[src/rtl/reservation_station_cdb.sv]
// Tomasulo reservation station with CDB snoop and age-ordered dispatch.
// Define RS_CDB_BYPASS_EN to capture a same-cycle CDB result at issue.
module reservation_station_cdb #(
    parameter int DEPTH    = 8,
    parameter int DATA_W   = 16,
    parameter int TAG_W    = 4,
    parameter int OP_W     = 4,
    parameter int TAG_BASE = 1
) (
    input  logic                       clock,
    input  logic                       rst_n,
    input  logic                       flush,
    input  logic                       in_valid,
    output logic                       in_ready,
    input  logic [OP_W-1:0]            in_op,
    input  logic [TAG_W-1:0]           in_qj,
    input  logic [TAG_W-1:0]           in_qk,
    input  logic [DATA_W-1:0]          in_vj,
    input  logic [DATA_W-1:0]          in_vk,
    output logic [TAG_W-1:0]           in_tag,
    input  logic                       cdb_valid,
    input  logic [TAG_W-1:0]           cdb_tag,
    input  logic [DATA_W-1:0]          cdb_data,
    output logic                       ex_valid,
    input  logic                       ex_ready,
    output logic [OP_W-1:0]            ex_op,
    output logic [DATA_W-1:0]          ex_a,
    output logic [DATA_W-1:0]          ex_b,
    output logic [TAG_W-1:0]           ex_tag,
    output logic [$clog2(DEPTH+1)-1:0] count
);
    localparam int IW = $clog2(DEPTH);
    localparam int CW = $clog2(DEPTH+1);

    logic [DEPTH-1:0]  busy_q, busy_d, rdy, sel_oh;
    logic [OP_W-1:0]   op_q[DEPTH], op_d[DEPTH];
    logic [TAG_W-1:0]  qj_q[DEPTH], qj_d[DEPTH], qk_q[DEPTH], qk_d[DEPTH];
    logic [DATA_W-1:0] vj_q[DEPTH], vj_d[DEPTH], vk_q[DEPTH], vk_d[DEPTH];
    // age_q[i][j] set means entry j is older than entry i
    logic [DEPTH-1:0]  age_q[DEPTH], age_d[DEPTH];

    logic              ex_valid_q, ex_valid_d;
    logic [OP_W-1:0]   ex_op_q, ex_op_d;
    logic [DATA_W-1:0] ex_a_q, ex_a_d, ex_b_q, ex_b_d;
    logic [TAG_W-1:0]  ex_tag_q, ex_tag_d;

    logic [CW-1:0] cnt;
    logic [IW-1:0] free_idx, sel_idx;
    logic          has_sel, cdb_hit, stall, accept, dispatch;

    always_comb begin
        cnt      = '0;
        rdy      = '0;
        free_idx = '0;
        sel_idx  = '0;
        has_sel  = 1'b0;
        for (int i = 0; i < DEPTH; i++) begin
            cnt    = cnt + CW'(busy_q[i]);
            rdy[i] = busy_q[i] && (qj_q[i] == '0) && (qk_q[i] == '0);
        end
        for (int i = DEPTH-1; i >= 0; i--) begin
            if (!busy_q[i]) free_idx = IW'(i);
        end
        for (int i = 0; i < DEPTH; i++) begin
            if (rdy[i] && ((age_q[i] & rdy) == '0)) begin
                sel_idx = IW'(i);
                has_sel = 1'b1;
            end
        end
    end

    assign cdb_hit = cdb_valid && (cdb_tag != '0);
`ifdef RS_CDB_BYPASS_EN
    assign stall = 1'b0;
`else
    assign stall = cdb_hit && ((cdb_tag == in_qj) || (cdb_tag == in_qk));
`endif
    assign in_ready = (cnt < CW'(DEPTH)) && !flush && !stall;
    assign accept   = in_valid && in_ready;
    assign dispatch = has_sel && (!ex_valid_q || ex_ready) && !flush;
    assign sel_oh   = dispatch ? ({{(DEPTH-1){1'b0}}, 1'b1} << sel_idx) : '0;

    always_comb begin
        busy_d     = busy_q;
        op_d       = op_q;
        qj_d       = qj_q;
        qk_d       = qk_q;
        vj_d       = vj_q;
        vk_d       = vk_q;
        age_d      = age_q;
        ex_valid_d = ex_valid_q;
        ex_op_d    = ex_op_q;
        ex_a_d     = ex_a_q;
        ex_b_d     = ex_b_q;
        ex_tag_d   = ex_tag_q;
        if (flush) begin
            busy_d     = '0;
            ex_valid_d = 1'b0;
            for (int i = 0; i < DEPTH; i++) age_d[i] = '0;
        end else begin
            for (int i = 0; i < DEPTH; i++) begin
                if (busy_q[i] && cdb_hit && (qj_q[i] == cdb_tag)) begin
                    qj_d[i] = '0;
                    vj_d[i] = cdb_data;
                end
                if (busy_q[i] && cdb_hit && (qk_q[i] == cdb_tag)) begin
                    qk_d[i] = '0;
                    vk_d[i] = cdb_data;
                end
            end
            if (dispatch) begin
                busy_d[sel_idx] = 1'b0;
                ex_valid_d      = 1'b1;
                ex_op_d         = op_q[sel_idx];
                ex_a_d          = vj_q[sel_idx];
                ex_b_d          = vk_q[sel_idx];
                ex_tag_d        = TAG_W'(TAG_BASE) + TAG_W'(sel_idx);
            end else if (ex_ready) begin
                ex_valid_d = 1'b0;
            end
            if (accept) begin
                busy_d[free_idx] = 1'b1;
                op_d[free_idx]   = in_op;
                qj_d[free_idx]   = in_qj;
                qk_d[free_idx]   = in_qk;
                vj_d[free_idx]   = in_vj;
                vk_d[free_idx]   = in_vk;
`ifdef RS_CDB_BYPASS_EN
                if (cdb_hit && (in_qj == cdb_tag)) begin
                    qj_d[free_idx] = '0;
                    vj_d[free_idx] = cdb_data;
                end
                if (cdb_hit && (in_qk == cdb_tag)) begin
                    qk_d[free_idx] = '0;
                    vk_d[free_idx] = cdb_data;
                end
`endif
                for (int j = 0; j < DEPTH; j++) age_d[j][free_idx] = 1'b0;
                age_d[free_idx] = busy_q & ~sel_oh;
            end
        end
    end

    always_ff @(posedge clock or negedge rst_n) begin
        if (!rst_n) begin
            busy_q     <= '0;
            ex_valid_q <= 1'b0;
            ex_op_q    <= '0;
            ex_a_q     <= '0;
            ex_b_q     <= '0;
            ex_tag_q   <= '0;
            for (int i = 0; i < DEPTH; i++) begin
                op_q[i]  <= '0;
                qj_q[i]  <= '0;
                qk_q[i]  <= '0;
                vj_q[i]  <= '0;
                vk_q[i]  <= '0;
                age_q[i] <= '0;
            end
        end else begin
            busy_q     <= busy_d;
            op_q       <= op_d;
            qj_q       <= qj_d;
            qk_q       <= qk_d;
            vj_q       <= vj_d;
            vk_q       <= vk_d;
            age_q      <= age_d;
            ex_valid_q <= ex_valid_d;
            ex_op_q    <= ex_op_d;
            ex_a_q     <= ex_a_d;
            ex_b_q     <= ex_b_d;
            ex_tag_q   <= ex_tag_d;
        end
    end

    assign in_tag   = TAG_W'(TAG_BASE) + TAG_W'(free_idx);
    assign ex_valid = ex_valid_q;
    assign ex_op    = ex_op_q;
    assign ex_a     = ex_a_q;
    assign ex_b     = ex_b_q;
    assign ex_tag   = ex_tag_q;
    assign count    = cnt;
endmodule
[config.mk]
export PLATFORM = sky130hd
export DESIGN_NAME = reservation_station_cdb
export DESIGN_NICKNAME = d
export VERILOG_FILES = /design/src/rtl/reservation_station_cdb.sv
export SDC_FILE = /design/constraint.sdc
export NUM_CORES = 2
export LEC_CHECK = 0
export ABC_AREA = 1
export BUFFER_PORTS_ARGS = -buffer_cell sky130_fd_sc_hd__buf_2
export CAP_MARGIN = 0
export CELL_PAD_IN_SITES_DETAIL_PLACEMENT = 1
export CELL_PAD_IN_SITES_GLOBAL_PLACEMENT = 1
export CORE_UTILIZATION = 46
export CTS_CLUSTER_DIAMETER = 80
export DETAILED_ROUTE_END_ITERATION = 10
export GPL_TIMING_DRIVEN = 0
export PLACE_DENSITY_LB_ADDON = 0.1
export RECOVER_POWER = 50
export SYNTH_ARGS = -nofsm -noshare
export SYNTH_HDL_FRONTEND = slang
export SYNTH_SLANG_ARGS = --single-unit
[constraint.sdc]
create_clock -name clock -period 5 [get_ports clock]
set_clock_uncertainty 0.1 [all_clocks]
set_input_delay 0.5 -clock clock [delete_from_list [all_inputs] [get_ports clock]]
set_output_delay 0.5 -clock clock [all_outputs]
set_load 0.1 [all_outputs]
* Word-level counts from Yosys, hierarchy flattened
Index checks and enable logic that the tools add are counted.
** Word-level totals
- Word-level logic and storage cells :: 333
- Bits of input ports :: 70
- Register bits after elaboration :: 465
- Output and inout bits :: 50
** Cells by class
- Multiplexer cells :: 126
- Reduce and logical (&&, ||, !) cells :: 92
- Bitwise operators :: 25
- Shift-type cells :: 1
- Equality and inequality tests :: 18
- Order comparisons :: 8
- $add $sub $neg :: 9
** Operators with widths (number)
- 16-bit two-way mux :: 37
- 128-bit bitwise mux :: 2
- 128-bit two-way mux :: 2
- 8-bit bitwise AND :: 18
- 4-bit two-way mux :: 35
- 64-bit two-way mux :: 2
- 16-bit binary-select mux with 3-bit select :: 2
- 32-bit bitwise mux :: 3
- 4-bit == test :: 18
- 64-bit bitwise mux :: 1
- 4-bit zero test :: 16
- 8-bit zero test :: 8
- 32-bit two-way mux :: 2
- 1-bit logical AND :: 58
- 16-bit demux with 3-bit select :: 1
- 8-bit two-way mux :: 6
- 3-bit two-way mux :: 14
- 8-bit demux with 3-bit select :: 1
- 8-bit NOT :: 3
- 4-bit by 1-bit adder with 4-bit output :: 4
- 1-bit two-way mux :: 14
- 4-bit binary-select mux with 3-bit select :: 1
- 4-bit demux with 3-bit select :: 1
- 1-bit by 3-bit adder with 4-bit output (first input constant) :: 2
- other kinds (19) :: 28

* Depth between registers and ports, before layout
- Word-level depth :: 24
- Mapped depth :: 24

* Worst setup path before layout
Ideal clock, no wire load.
- Path type :: reg2out
- Start point :: register busy_q[0]
- End point :: output count[2]
- Setup slack :: 0.365 ns
- Stages on the path, launching flop included :: 9
- Data arrival time :: 4.035 ns
- Required time :: 4.400 ns
- Path through :: dfrtp_1 > fa_1 > inv_1 > fa_1 > fa_1 > inv_1 > ha_1 > fa_1 > xor2_1
** On the way
- Cells in the longest elaborated chain, start to end :: 7
** Ends and longest elaborated chain
- start, declared :: line 35 : logic [DEPTH-1:0] busy_q, busy_d, rdy, sel_oh;
- start signal, assigned :: line 161 : busy_q <= busy_d;
- 1-bit by 1-bit adder with 2-bit output :: line 58 : cnt = cnt + CW'(busy_q[i]);
- 2-bit by 1-bit adder with 3-bit output :: line 58
- 3-bit by 1-bit adder with 4-bit output :: line 58
- 4-bit by 1-bit adder with 4-bit output (4 in a row) :: line 58
- end, declared :: line 30 : output logic [$clog2(DEPTH+1)-1:0] count
Every way passes these cells.

* Worst setup path in the final report
- Start point :: register qj_q[3] (netlist bit)
- End point :: register age_q[3] (netlist bit)
** On the way
- Cells in the longest elaborated chain, start to end :: 22
** Ends and longest elaborated chain
- start, declared :: line 37 : logic [TAG_W-1:0] qj_q[DEPTH], qj_d[DEPTH], qk_q[DEPTH], qk_d[DEPTH];
- start signal, assigned :: line 163 : qj_q <= qj_d;
- 4-bit zero test * :: line 59 : rdy[i] = busy_q[i] && (qj_q[i] == '0) && (qk_q[i] == '0);
- 1-bit logical AND * (2 in a row) :: line 59
- 8-bit bitwise AND :: line 65 : if (rdy[i] && ((age_q[i] & rdy) == '0)) begin
- 8-bit zero test :: line 65
- 1-bit logical AND :: line 65
- 1-bit two-way mux (8 in a row) :: line 65
- 1-bit logical AND (2 in a row) :: line 80 : assign dispatch = has_sel && (!ex_valid_q || ex_ready) && !flush;
- 8-bit two-way mux * :: line 81 : assign sel_oh = dispatch ? ({{(DEPTH-1){1'b0}}, 1'b1} << sel_idx) : '0;
- 8-bit NOT * :: line 139 : age_d[free_idx] = busy_q & ~sel_oh;
- 8-bit bitwise AND * :: line 139
- 64-bit bitwise mux * :: line 139
- 64-bit two-way mux * :: line 121 : if (accept) begin
- 64-bit two-way mux * :: line 96 : if (flush) begin
- end signal, assigned :: line 167 : age_q <= age_d;
- end, declared :: line 40 : logic [DEPTH-1:0] age_q[DEPTH], age_d[DEPTH];
Every way passes the cells marked *; elsewhere a longest branch is shown, timed or not. The select of a mux whose other input is x is not followed.
A chain may end at the register's enable or synchronous reset.

==> flow_metrics.py <==
metrics = {
    "clock_network": {
        "h-tree-depth": 2,
        "cts_buffer_depth": 3,
        "cts.sinks": 465,
        "cts_made_buffers": 56,
        "path_clk_slew_ns": 0.06,
        "cts_root_buf": "clkbuf_16",
        "clock_latency_ns": 0.65,
        "cts_tree": "done",
    },
    "finish": {
        "nFillCells": 8380,
        "regArea_um2": 11600,
        "nets": 4579,
        "drive_gt1_frac": 0.0753,
        "area_growth_pct": 12.5,
        "multi_input_area_um2": 14500,
    },
    "hold_path": {
        "hold_path_depth": 3,
        "min_path_type": "in2reg",
    },
    "synthesis": {
        "ys_types": 41,
        "synth_xor_area_frac": 0.0208,
        "ys_seq_area_frac": 0.401,
        "ys_warn_count": 0,
        "synth_top_family_by_area": "simple AND/OR/NAND/NOR gates",
        "ys.flop_type": "dfrtp_1",
        "synthSimpleGateAreaFrac": 0.322,
        "synth_area_um2": 29000,
        "synth-compound-area-share": 0.149,
        "async_reset_ff_frac": 1.00,
        "synth.ff_latch_count": 465,
        "synthCells": 4323,
        "yosysTopAreaCell": "dfrtp_1",
        "avgSynthCellArea_um2": 6.71,
        "syn_nets": 4407,
        "muxShareOfSynthArea": 0,
        "synth_edf_count": 0,
        "synth_adder_area_share": 0.00707,
        "synth_area_leaders": "dfrtp_1, nand2_1, o21ai_0",
        "yosysTopAreaCellShare": 0.401,
    },
    "sta": {
        "clock.fmax_ghz": 0.201,
        "maxSlewViolCount": 152,
        "hold_violations": 0,
        "tightest_slew_ns": 2.28,
        "tns_ns": 0,
        "finalCritPeriodShare": 0.997,
        "period_needed_ns": 4.99,
        "maxSlewHeadroom": -0.519,
        "setup-violations-final": 0,
    },
    "setup_path": {
        "worst-path-max-fanout": 10,
        "crit_required_ns": 5.40,
        "r2r_cells": 20,
        "cp.arrival_ns": 5.39,
        "endpoint_kind": "flop",
        "crit_type": "reg2reg",
        "critPathLaunchType": "flop",
    },
    "die": {
        "start_util": 0.468,
        "dieArea_um2": 64100,
        "ios": 120,
        "core.rowCount": 91,
        "design.core.area_um2": 62100,
        "die_h_um": 253,
        "die_w_um": 253,
    },
    "detailed_routing": {
        "drtIter0Drc": 3524,
        "wl_um": 140000,
        "drtAntennaViolNets": 0,
        "firstDrtPassIters": 6,
        "vias_per_cell": 6.08,
        "num_vias": 32700,
        "routedWlPerCell_um": 26.1,
        "drc": 0,
    },
    "pwr": {
        "ir_drop_uv": 276,
        "powerDensity_nw_per_um2": 353,
        "p_leak_nw": 16.9,
        "power_mw": 11.5,
    },
    "grt": {
        "grt_usage": 0.437,
        "antenna_found_initial": 8,
        "grt_overflow": 0,
        "grt_max_degree": 112,
        "grt_pass1_wl_um": 208000,
        "first_global_vias": 32800,
    },
    "status": {
        "violations": "capacitance limit, slew limit",
        "status": "complete, but fails checks",
    },
    "flow_run": {
        "cap_violations": 2,
    },
    "placement": {
        "hpwl_um": 103000,
        "gp_congestion": 0.977,
        "numPortBuffers": 105,
    },
}
[through the flow]
step                      utilization  hold slack, ns  instances  area, um^2  setup WS [ns]
final                           0.526          0.0872       5384       32600         0.0135
after global routing            0.526          0.0973       5381       32600       -0.00731
after floorplan                     -           0.104       4323       29000          0.365
after detailed placement        0.495           0.353       5270       30700          0.101
after CTS                       0.527          0.0831       5375       32700         0.0824
after global placement          0.493           0.350       5265       30600          -6.86
[final cells by class]
type	count	area share
Clock buffer	90	0.0549
Buffer	313	0.0425
Antenna cell	6	0.000460
Clock inverter	14	0.00479
Timing Repair Buffer	114	0.0181
Multi-Input combinational cell	3140	0.444
Sequential cell	465	0.356
Inverter	405	0.0466
Tap cell	837	0.0321
[synth_stat cells (41+ instances only)]
cell type	count
nand3_1	598
nand2_1	1236
dfrtp_1	465
nor2_1	277
o21ai_1	59
xor2_1	67
nand4_1	41
clkbuf_1	171
inv_1	387
o21ai_0	603
a21oi_1	166
buf_2	98
[logic make-up after synthesis]
logic type | after synthesis
compound gates | 852
xor+xnor | 69
fa+ha+maj | 14
buf+inv | 718
flops | 465
simple gates | 2205
[flip-flops by register name, indices dropped and copies added, names as in the netlist]
signal	cells
qj_q	32
ex_tag	4
ex_b	16
ex_op	4
ex_valid	1
vk_q	128
vj_q	128
ex_a	16
qk_q	32
op_q	32
age_q	64
busy_q	8
[placed cells by master (no fill, tap or decap), types with 14 or more instances in the layout]
| cell | Yosys | final |
|---|---|---|
| dfrtp_1 | 465 | 465 |
| a21oi_1 | 166 | 166 |
| nand2_1 | 1236 | 1236 |
| nor4_1 | 14 | 14 |
| o21ai_0 | 603 | 603 |
| nor2_1 | 277 | 277 |
| nand4_1 | 41 | 41 |
| clkbuf_16 | 0 | 58 |
| buf_2 | 98 | 161 |
| inv_1 | 387 | 387 |
| inv_2 | 17 | 17 |
| clkbuf_1 | 171 | 222 |
| clkbuf_8 | 0 | 22 |
| o21ai_1 | 59 | 59 |
| buf_4 | 18 | 21 |
| buf_1 | 19 | 19 |
| xor2_1 | 67 | 67 |
| nand3_1 | 598 | 598 |
[critical path, stage by stage (launching register included)]
cell      delay [ns]
dfrtp_1         0.46
nor2_1          0.26
nand2_1         0.11
nor2_2          0.37
nand2_1         0.13
nor2_1          0.11
nand2_1         0.05
nor2_1          0.24
nand2_2         0.26
nand2_4         0.20
clkbuf_2        0.27
buf_1           0.58
inv_1           0.15
o21ai_0         0.21
ha_1            0.26
ha_1            0.15
inv_1           0.04
o21ai_0         0.28
inv_1           0.26
nor2_1          0.20
o22ai_1         0.12
[what timing repair did]
item | CTS | global route
hold endpoints to repair | 63 | 0
hold buffers | 1 | 0
setup endpoints to repair | 0 | 52
resized for setup | 0 | 5
buffers inserted | 0 | 3
[worst paths after layout]
| kind | start | endpoint | slack, ns |
|---|---|---|---|
| max reg2reg | qj_q[3] | age_q[3] | 0.01 |
| min | in_op[2] | op_q[2] | 0.09 |
| max in group asynchronous | rst_n | vk_q[80] | 0.75 |
| min in group asynchronous | rst_n | op_q[13] | 0.27 |
| min reg2reg | op_q[2] | op_q[2] | 0.37 |
| max | qj_q[3] | age_q[3] | 0.01 |
[power breakdown]
group	internal, mW	total, mW	switching, mW	leakage, nW
combinational	0.774	2.49	1.72	10.0
sequential	4.31	4.61	0.300	5.86
clock	2.59	4.42	1.83	0.973
total	7.67	11.5	3.85	16.9
[metal layers]
metal	wire length, um	vias up	global-route usage
met5	13	-	0
met4	10300	2	0.278
met3	12900	447	0.0803
met2	61600	1723	0.674
met1	55500	16200	0.565
li1	-	14300	-
No activity file was read; power rests on OpenSTA's default activity.
